--- config.mk ---
export PLATFORM = sky130hd
export DESIGN_NAME = instr_fetch
export DESIGN_NICKNAME = d
export VERILOG_FILES = /design/src/rtl/instr_fetch.sv
export SDC_FILE = /design/constraint.sdc
export NUM_CORES = 1
export LEC_CHECK = 0
export BUFFER_PORTS_ARGS = -buffer_cell sky130_fd_sc_hd__clkbuf_2
export CAP_MARGIN = 20
export CELL_PAD_IN_SITES_DETAIL_PLACEMENT = 2
export CELL_PAD_IN_SITES_GLOBAL_PLACEMENT = 2
export CORE_UTILIZATION = 25
export CTS_CLUSTER_SIZE = 14
export DETAILED_ROUTE_END_ITERATION = 8
export GPL_ROUTABILITY_DRIVEN = 0
export PLACE_DENSITY_LB_ADDON = 0.1
export SETUP_SLACK_MARGIN = 0.05
export SLEW_MARGIN = 20
export SYNTH_ARGS = -nofsm -noshare
export SYNTH_HDL_FRONTEND = slang
export SYNTH_SLANG_ARGS = --single-unit
--- constraint.sdc ---
create_clock -name clock -period 3.4 [get_ports clock]
set_clock_uncertainty 0.1 [all_clocks]
set_input_delay 0.34 -clock clock [delete_from_list [all_inputs] [get_ports clock]]
set_output_delay 0.34 -clock clock [all_outputs]
set_load 0.02 [all_outputs]
--- src/rtl/instr_fetch.sv ---
// rtl/instr_fetch.sv - instruction fetch stage: program counter, imem handshake, instruction register
module instr_fetch #(
  parameter logic [63:0] RESET_PC = 64'h0
) (
  input  logic        clock,
  input  logic        reset,
  output logic        imem_req,
  output logic [63:0] imem_addr,
  input  logic        imem_ack,
  input  logic [31:0] imem_data,
  input  logic        advance,
  input  logic [1:0]  pc_sel,
  input  logic [63:0] branch_offset,
  input  logic [63:0] reg_target,
  output logic [31:0] instruction,
  output logic        instr_valid,
  output logic [63:0] pc,
  output logic [63:0] pc_plus4,
  output logic        fetch_fault
);

  typedef enum logic [1:0] {FETCH, HOLD, FAULT} state_t;

  state_t      state;
  state_t      state_next;
  logic [63:0] next_pc;
  logic [63:0] pc_d;
  logic [31:0] instruction_d;

  assign pc_plus4  = pc + 64'd4;
  assign imem_addr = pc;

  always_comb begin
    next_pc = pc_plus4;
    case (pc_sel)
      2'b01:   next_pc = pc + {branch_offset[61:0], 2'b00};
      2'b10:   next_pc = reg_target;
      default: next_pc = pc_plus4;
    endcase
  end

  always_ff @(posedge clock or posedge reset) begin
    if (reset) begin
      state       <= FETCH;
      pc          <= RESET_PC;
      instruction <= 32'h0;
    end else begin
      state       <= state_next;
      pc          <= pc_d;
      instruction <= instruction_d;
    end
  end

  // Outputs decode only the registered state, so no input reaches them combinationally.
  always_comb begin
    state_next    = state;
    pc_d          = pc;
    instruction_d = instruction;
    imem_req      = 1'b0;
    instr_valid   = 1'b0;
    fetch_fault   = 1'b0;
    case (state)
      FETCH: begin
        imem_req = 1'b1;
        if (imem_ack) begin
          instruction_d = imem_data;
          state_next    = HOLD;
        end
      end
      HOLD: begin
        instr_valid = 1'b1;
        if (advance) begin
          pc_d       = next_pc;
          state_next = (next_pc[1:0] == 2'b00) ? FETCH : FAULT;
        end
      end
      FAULT: begin
        fetch_fault = 1'b1;
      end
      default: begin
        state_next = FETCH;
      end
    endcase
  end

endmodule

# [Word level (Yosys, flattened, before mapping)]
# Index checks and enable logic that the tools add are counted.
[word_totals] register_bits=98 latch_bits=0 ramBits=0 mem_bits_ro=0 input_bits=166 output_inout_bits=227 elab_cells=25 memories=0
[op_classes] add_sub_neg=2 mul=0 div=0 n_lt_le_gt_ge=0 eq_ne=6 shifts=0 n_mux=8 bitwise=1 reduce_logical=5
[ops] cell="one-hot mux 64 bit (2 select lines)" n=1
[ops] cell="adder 64 x 3 -> 64 bit, second input constant" n=1
[ops] cell="adder 64 bit" n=1
[ops] cell="two-way mux 2 bit" n=3
[ops] cell="one-hot mux 2 bit (3 select lines)" n=1
[ops] cell="== test 2 x 1 -> 1 bit, second input constant" n=2
[ops] cell="== test 2 bit, second input constant" n=2
[ops] cell="logical NOT 2 bit" n=2
[ops] cell="inequality test 2 bit, second input constant" n=2
[ops] cell="AND reduction 2 bit" n=2
[ops] cell="two-way mux 1 bit" n=3
[ops] cell="AND reduction 3 bit" n=1
[ops] cell="inverter 1 bit" n=1

# [Logic depth before layout (Yosys ltp)]
# Gate-level depths: netlist (run 1).
[depth] depth_word=6 depth_mapped=13 ltp_nobuf=13

# [Least setup slack after synthesis (run 1)]
# No wires, ideal clock.
[synth_path] kind="register to register" from="register pc[2] (netlist: imem_addr[2])" to="register pc[58] (netlist: imem_addr[58])" setup_time_ns=0.092 arrival_time_ns=3.153 required_ns=3.208 path_slack_ns=0.055 path_stages_with_launch=14 path_buffers=0 period_less_slack_ns=3.345 path_cell_list="dfrtp_1 > ha_1 > inv_1 > fa_1 > and2b_2 > o2111ai_1 > a21oi_2 > o21ai_2 > a211oi_2 > o2111ai_2 > a2111oi_2 > o21bai_1 > and3b_1 > o31ai_2"
[synth_via] elab_chain_cells=2 word_cells_on_any_way=3 classes_between="add/sub (2); mux (1)"
[synth_rtl] item="start, declared" line="17" text="output logic [63:0] pc,"
[synth_rtl] item="start signal, assigned" line="49" text="pc <= pc_d;"
[synth_rtl] item="adder 64 x 3 -> 64 bit or adder 64 bit (tied branches)" line="30, 36"
[synth_rtl] item="one-hot mux 64 bit (2 select lines) (*)" line="35" text="case (pc_sel)"
# Every way passes the cells marked *; elsewhere a longest branch is shown, timed or not.
# A chain may end at the register's enable or synchronous reset.

# [Worst setup path in the final report (run 1)]
# Same ends and word-level chain as after synthesis.

==> results of run 1 <==
==> what timing repair did <==
action	4_1_cts	5_1_grt
endpoints found under the setup margin	49	55
setup buffers	21	15
resized for setup	54	99
cloned	0	0
pin swaps	25	32
==> stage by stage <==
stage / instances / instance area [µm²] / setup TNS, ns / hold WS, ns / utilization (%)
CTS: 2187 / 13700 / 0 / 0.0200 / 35.0
detailed placement: 2150 / 13000 / -3.32 / 0.398 / 33.1
global placement: 2150 / 13000 / -1.26 / 0.388 / 33.1
finish: 2203 / 14200 / 0 / -0.0299 / 36.3
floorplan: 1227 / 10000 / 0 / 0.380 / -
global route: 2201 / 14200 / -0.451 / 0.0231 / 36.2
==> power groups by stage <==
stage / Combinational [mW] / Sequential (mW) / Clock (mW)
6_report: 10.6 / 2.25 / 1.16
5_1_grt: 11.4 / 2.33 / 1.23
4_1_cts: 10.3 / 2.26 / 1.20
3_5_place_dp: 9.96 / 2.29 / 0
3_3_place_gp: 9.83 / 2.24 / 0
2_1_floorplan: 5.62 / 3.04 / 0
==> cells in the mapped netlist (all sizes together), types with 4 or more instances <==
library cell / n / share of area [%]
nand2: 117 / 4.4
a21oi: 103 / 5.2
dfrtp: 98 / 24
buf: 85 / 6.2
o21ai: 78 / 3.9
xnor2: 75 / 6.6
nor2: 67 / 2.5
ha: 64 / 8.0
clkbuf: 50 / 2.2
inv: 45 / 1.7
a21o: 38 / 2.9
mux2: 35 / 3.9
xor2: 34 / 3.0
nand3: 32 / 1.6
nand4: 32 / 2.1
nor3: 26 / 1.5
a221oi: 25 / 2.2
a222oi: 21 / 2.1
and3: 21 / 1.3
and2: 15 / 0.96
o21bai: 15 / 1.1
a31oi: 14 / 0.87
o31ai: 14 / 1.1
o22ai: 13 / 0.81
nor2b: 9 / 0.56
a211oi: 7 / 0.62
o21a: 7 / 0.52
a21boi: 6 / 0.45
o2111ai: 6 / 0.59
or2: 6 / 0.37
or3: 6 / 0.42
a22o: 5 / 0.44
and4: 5 / 0.44
a22oi: 4 / 0.30
nor4: 4 / 0.40
==> metal layers <==
metal | track usage (%) | vias to the layer above
met5 | 0 | -
met4 | 5.75 | 0
met3 | 3.69 | 43
met2 | 41.7 | 273
met1 | 32.3 | 5750
li1 | - | 5347
==> worst max-delay path: stages, from the launching register on <==
cell and delay (ns):
dfrtp_1 0.37, ha_2 0.19, inv_2 0.04, fa_2 0.33, and2b_2 0.25, o2111ai_4 0.13, a21oi_4 0.26, o21ai_4 0.09
a211oi_4 0.21, buf_6 0.15, o2111ai_4 0.18, a2111oi_4 0.42, o21bai_1 0.14, and3b_1 0.20, o31ai_2 0.20
==> worst max-delay path by stage <==
stage	from	end	slack, ns	depth (start not counted)
after floorplan	imem_addr[2]$_DFFE_PP0P_	imem_addr[58]$_DFFE_PP0P_	0.06	13
after global placement	branch_offset[0]	imem_addr[58]$_DFFE_PP0P_	-0.28	14
after detailed placement	branch_offset[0]	imem_addr[58]$_DFFE_PP0P_	-0.48	14
after CTS	imem_addr[20]$_DFFE_PP0P_	imem_addr[47]$_DFFE_PP0P_	0.02	11
after global routing	imem_addr[2]$_DFFE_PP0P_	imem_addr[58]$_DFFE_PP0P_	-0.1	14
final	imem_addr[2]$_DFFE_PP0P_	imem_addr[58]$_DFFE_PP0P_	0.04	14
==> sequential cells by signal, indices dropped and copies added, names as in the netlist <==
register     cells
instruction     32
imem_addr       64
state            2
==> logic make-up after synthesis <==
group	synth area share, %
AO/OA/AOI/OAI	26.3
adder cells (fa/ha/maj)	8.19
multiplexers	4.13
XOR/XNOR	9.52
flip-flops	24.5
AND/OR/NAND/NOR	17.3
buffers and inverters	10.1
==> area by class of cell <==
type	count	area share (%)
Timing Repair Buffer	575	24.2
Inverter	45	1.21
Multi-Input combinational cell	949	50.4
Sequential cell	98	17.3
Tap cell	518	4.57
Clock buffer	9	1.59
Antenna cell	2	0.0353
Clock inverter	7	0.609
==> results.sh, run 1 <==
export IMPL_run_status="finished, violations left"
export IMPL_failed_checks="negative hold slack"
export IMPL_p_leak_nw=6.90
export IMPL_met2_wirelength_um=24800
export IMPL_portBuffers=390
export IMPL_seq_area_mm2=0.00245
export IMPL_highest_layer="met4"
export IMPL_cp_max_fo=3
export IMPL_syn_cell_area_mm2=0.0100
export IMPL_core_area_mm2=0.0391
export IMPL_end_kind="register"
export IMPL_vias=11400
export IMPL_synthDistinctLibCells=81
export IMPL_ys_ff_latch=98
export IMPL_final_antenna_net_count=0
export IMPL_reg2reg_to="imem_addr[58]$_DFFE_PP0P_"
export IMPL_r2r_start="imem_addr[2]$_DFFE_PP0P_"
export IMPL_synthesis_nets=1458
export IMPL_drive_above_1_share_pct=44.6
export IMPL_met3WireLength_um=1890
export IMPL_drt_total_wl_um=51000
export IMPL_power_mw=14.0
export IMPL_synthArstFlopShare_pct=100
export IMPL_drc=0
export IMPL_path_class="register to register"
export IMPL_worst_pin_slew_ns=0.713
export IMPL_dpl_worst_slack_ns=-0.479
export IMPL_peakVddDrop_v=0.000380
export IMPL_final_common_cell="clkbuf_2"
export IMPL_cts_buffer_depth=2
export IMPL_die_area_mm2=0.0409
export IMPL_cp_start_kind="register"
export IMPL_swShare_pct=54.5
export IMPL_timing_final_hold_violations=9
export IMPL_rsz0062_at_grt="true"
export IMPL_antenna_found_initial=2
export IMPL_rr_worst_depth=14
export IMPL_arrival_ns=3.57
export IMPL_grt_max_degree=99
export IMPL_wire_per_inst_um=23.1
export IMPL_fp_row_count=72
export IMPL_fin_ws_ns=0.0353
export IMPL_cts_hold_buf=0
export IMPL_synth_edf_count=0
export IMPL_syn_inst=1227
export IMPL_syn_area_per_cell_um2=8.17
export IMPL_drt_iter0_drc=493
export IMPL_cap_violations=0
export IMPL_htree_levels=3
export IMPL_via_per_inst=5.18
export IMPL_cts_root_buf="clkbuf_16"
export IMPL_die_w_um=202
export IMPL_power_frac_seq_pct=16.1
export IMPL_clock_latency_ns=0.40
export IMPL_fillers=4562
export IMPL_power_share_clock_pct=8.3
export IMPL_cts_tree="yes"
export IMPL_multi_input_area_mm2=0.00715
export IMPL_final_nets=1909
export IMPL_synth_seq_area_share_pct=24.5
export IMPL_finalSetupViolations=0
export IMPL_reg2reg_slack_ns=0.04
export IMPL_ys_warn_count=0
export IMPL_grtUsageTotal_pct=24.5
export IMPL_cts_buffers=9
export IMPL_die_h_um=202
export IMPL_slew_headroom_pct=52.4
export IMPL_grt_pass1_vias=12300
export IMPL_min_period_ns=3.36
export IMPL_cp_required_ns=3.61
export IMPL_combinationalPowerShare_pct=75.6
export IMPL_dpl_hpwl_um=39700
export IMPL_final_cell_mix="377 x clkbuf_2, 181 x buf_4, 113 x nand2_1"
export IMPL_start_util_pct=25.6
export IMPL_whs_ns=-0.0299
export IMPL_maxSlewViolCount=0
export IMPL_switchingPower_mw=7.62
export IMPL_first_pass_iters=8
export IMPL_clock_sinks=98
export IMPL_wl_met1_um=23400
export IMPL_grt_pass1_wl_um=76200
export IMPL_clk_pin_slew_ns=0.10
export IMPL_globalRouteOverflowTotal=0
export IMPL_p_int_mw=6.37
export IMPL_io_pins=393
export IMPL_cellPowerDensity_mw_per_mm2=987
export IMPL_syn_to_final_growth_pct=41.4
export IMPL_fin_crit_sh_pct=99.0
export IMPL_worstHoldPathType="primary input to async pin"
export IMPL_synthFlopType="dfrtp_1"
export IMPL_timing_fmax_mhz=297
No activity file was read; power rests on OpenSTA's default activity.
==> inputs of run 2 (changes only) <==
--- a/constraint.sdc
+++ b/constraint.sdc
@@ -4,2 +4,2 @@
 set_output_delay 0.34 -clock clock [all_outputs]
-set_load 0.02 [all_outputs]
+set_load 0.005 [all_outputs]
==> results.sh, run 2 (same netlist as run 1, synthesis figures left out) <==
export IMPL_core_area_mm2=0.0391
export IMPL_rsz0062_at_grt="true"
export IMPL_seq_area_mm2=0.00246
export IMPL_tns_ns=0
export IMPL_drt_iter0_drc=529
export IMPL_grt_pass1_wl_um=75500
export IMPL_cp_start_kind="register"
export IMPL_start_util_pct=25.6
export IMPL_cp_max_fo=3
export IMPL_slew_headroom_pct=46.0
export IMPL_arrival_ns=3.54
export IMPL_portBuffers=390
export IMPL_swShare_pct=49.3
export IMPL_fin_cells=2195
export IMPL_largest_register_ffs=64
export IMPL_end_kind="register"
export IMPL_wire_per_inst_um=23.0
export IMPL_drive_above_1_share_pct=44.4
export IMPL_timing_fmax_mhz=299
export IMPL_fin_crit_sh_pct=98.5
export IMPL_cap_violations=0
export IMPL_final_common_cell="clkbuf_2"
export IMPL_reg2reg_to="imem_addr[58]$_DFFE_PP0P_"
export IMPL_final_antenna_net_count=0
export IMPL_fp_row_count=72
export IMPL_whs_ns=-0.0276
export IMPL_drc=0
export IMPL_postLayoutCoreUtil_pct=36.1
export IMPL_first_pass_iters=7
export IMPL_grt_max_degree=57
export IMPL_clk_pin_slew_ns=0.09
export IMPL_run_status="finished, violations left"
export IMPL_p_int_mw=6.34
export IMPL_min_period_ns=3.35
export IMPL_clock_sinks=98
export IMPL_htree_levels=3
export IMPL_power_frac_seq_pct=18.1
export IMPL_timing_final_hold_violations=11
export IMPL_cts_buffer_depth=2
export IMPL_rr_worst_depth=14
export IMPL_worstHoldPathType="primary input to async pin"
export IMPL_failed_checks="negative hold slack"
export IMPL_combinationalPowerShare_pct=72.6
export IMPL_multi_input_area_mm2=0.00718
export IMPL_die_w_um=202
export IMPL_cellPowerDensity_mw_per_mm2=886
export IMPL_grt_pass1_vias=12000
export IMPL_via_per_inst=5.16
export IMPL_die_area_mm2=0.0409
export IMPL_reg2reg_slack_ns=0.05
export IMPL_r2r_start="imem_addr[2]$_DFFE_PP0P_"
export IMPL_worst_pin_slew_ns=0.810
export IMPL_vias=11300
export IMPL_drt_total_wl_um=50600
export IMPL_cp_required_ns=3.59
export IMPL_path_class="register to register"
export IMPL_globalRouteOverflowTotal=0
export IMPL_switchingPower_mw=6.15
export IMPL_power_share_clock_pct=9.2
export IMPL_maxSlewViolCount=0
export IMPL_finalSetupViolations=0
export IMPL_final_cell_mix="386 x clkbuf_2, 167 x buf_4, 113 x nand2_1"
export IMPL_io_pins=393
export IMPL_syn_to_final_growth_pct=40.7
export IMPL_final_nets=1902
export IMPL_p_leak_nw=6.80
export IMPL_cts_buffers=9
export IMPL_fillers=4562
export IMPL_grtUsageTotal_pct=24.1
export IMPL_clock_latency_ns=0.39
export IMPL_dpl_hpwl_um=39700
export IMPL_dp_cells=2151
export IMPL_die_h_um=202
export IMPL_cts_tree="yes"
export IMPL_peakVddDrop_v=0.000275
export IMPL_antenna_found_initial=4
export IMPL_cts_root_buf="clkbuf_16"
export IMPL_cts_hold_buf=0
==> run 2: area by class of cell <==
class	instances	share of cell area [%]
Clock inverter	7	0.559
Sequential cell	98	17.4
Multi-Input combinational cell	949	50.9
Tap cell	518	4.60
Antenna cell	1	0.0177
Timing Repair Buffer	568	23.7
Clock buffer	9	1.60
Inverter	45	1.22
==> run 2: metal layers <==
layer	vias up	share of wire, %	global-route usage [%]
met5	-	0.051	0
met1	5686	46	32.6
met2	294	49	40.8
met3	31	4.3	3.60
met4	4	1.1	4.27
li1	5315	-	-
==> run 2: worst max-delay path by stage <==
| stage | cells past startpoint | start | to |
|---|---|---|---|
| after floorplan | 13 | imem_addr[2]$_DFFE_PP0P_ | imem_addr[58]$_DFFE_PP0P_ |
| after global placement | 14 | branch_offset[0] | imem_addr[58]$_DFFE_PP0P_ |
| after detailed placement | 14 | branch_offset[0] | imem_addr[58]$_DFFE_PP0P_ |
| after CTS | 12 | imem_addr[10]$_DFFE_PP0P_ | imem_addr[59]$_DFFE_PP0P_ |
| after global routing | 14 | imem_addr[2]$_DFFE_PP0P_ | imem_addr[58]$_DFFE_PP0P_ |
| final | 14 | imem_addr[2]$_DFFE_PP0P_ | imem_addr[58]$_DFFE_PP0P_ |
==> run 2: metrics by stage <==
stage / total power [mW] / setup slack, ns / instance area [µm²]
after global placement: 10.6 / -0.271 / 13000
after floorplan: 7.19 / 0.173 / 10000
after detailed placement: 10.8 / -0.376 / 13000
after global routing: 13.5 / -0.139 / 14100
final: 12.5 / 0.0506 / 14100
after CTS: 12.1 / 0.0369 / 13500
==> run 2: critical path, cell delays in order, from the launching register on <==
cell       delay [ns]
dfrtp_1          0.36
ha_2             0.19
inv_2            0.04
fa_2             0.33
and2b_2          0.25
o2111ai_4        0.12
a21oi_2          0.17
buf_6            0.13
o21ai_4          0.06
a211oi_4         0.36
o2111ai_4        0.22
a2111oi_4        0.43
o21bai_1         0.12
and3b_1          0.19
o31ai_2          0.17
==> run 2: repair_timing <==
action,4_1_cts,5_1_grt
buffers inserted,6,23
gates resized for setup,34,98
setup endpoints to repair,39,49
pin swaps,17,44
==> run 2: power by group through the flow <==
stage | clock network, mW | registers [mW] | logic, mW
2_1_floorplan | 0 | 2.43 | 4.77
3_3_place_gp | 0 | 2.24 | 8.36
3_5_place_dp | 0 | 2.28 | 8.51
4_1_cts | 1.20 | 2.27 | 8.66
5_1_grt | 1.23 | 2.36 | 9.89
6_report | 1.15 | 2.27 | 9.07
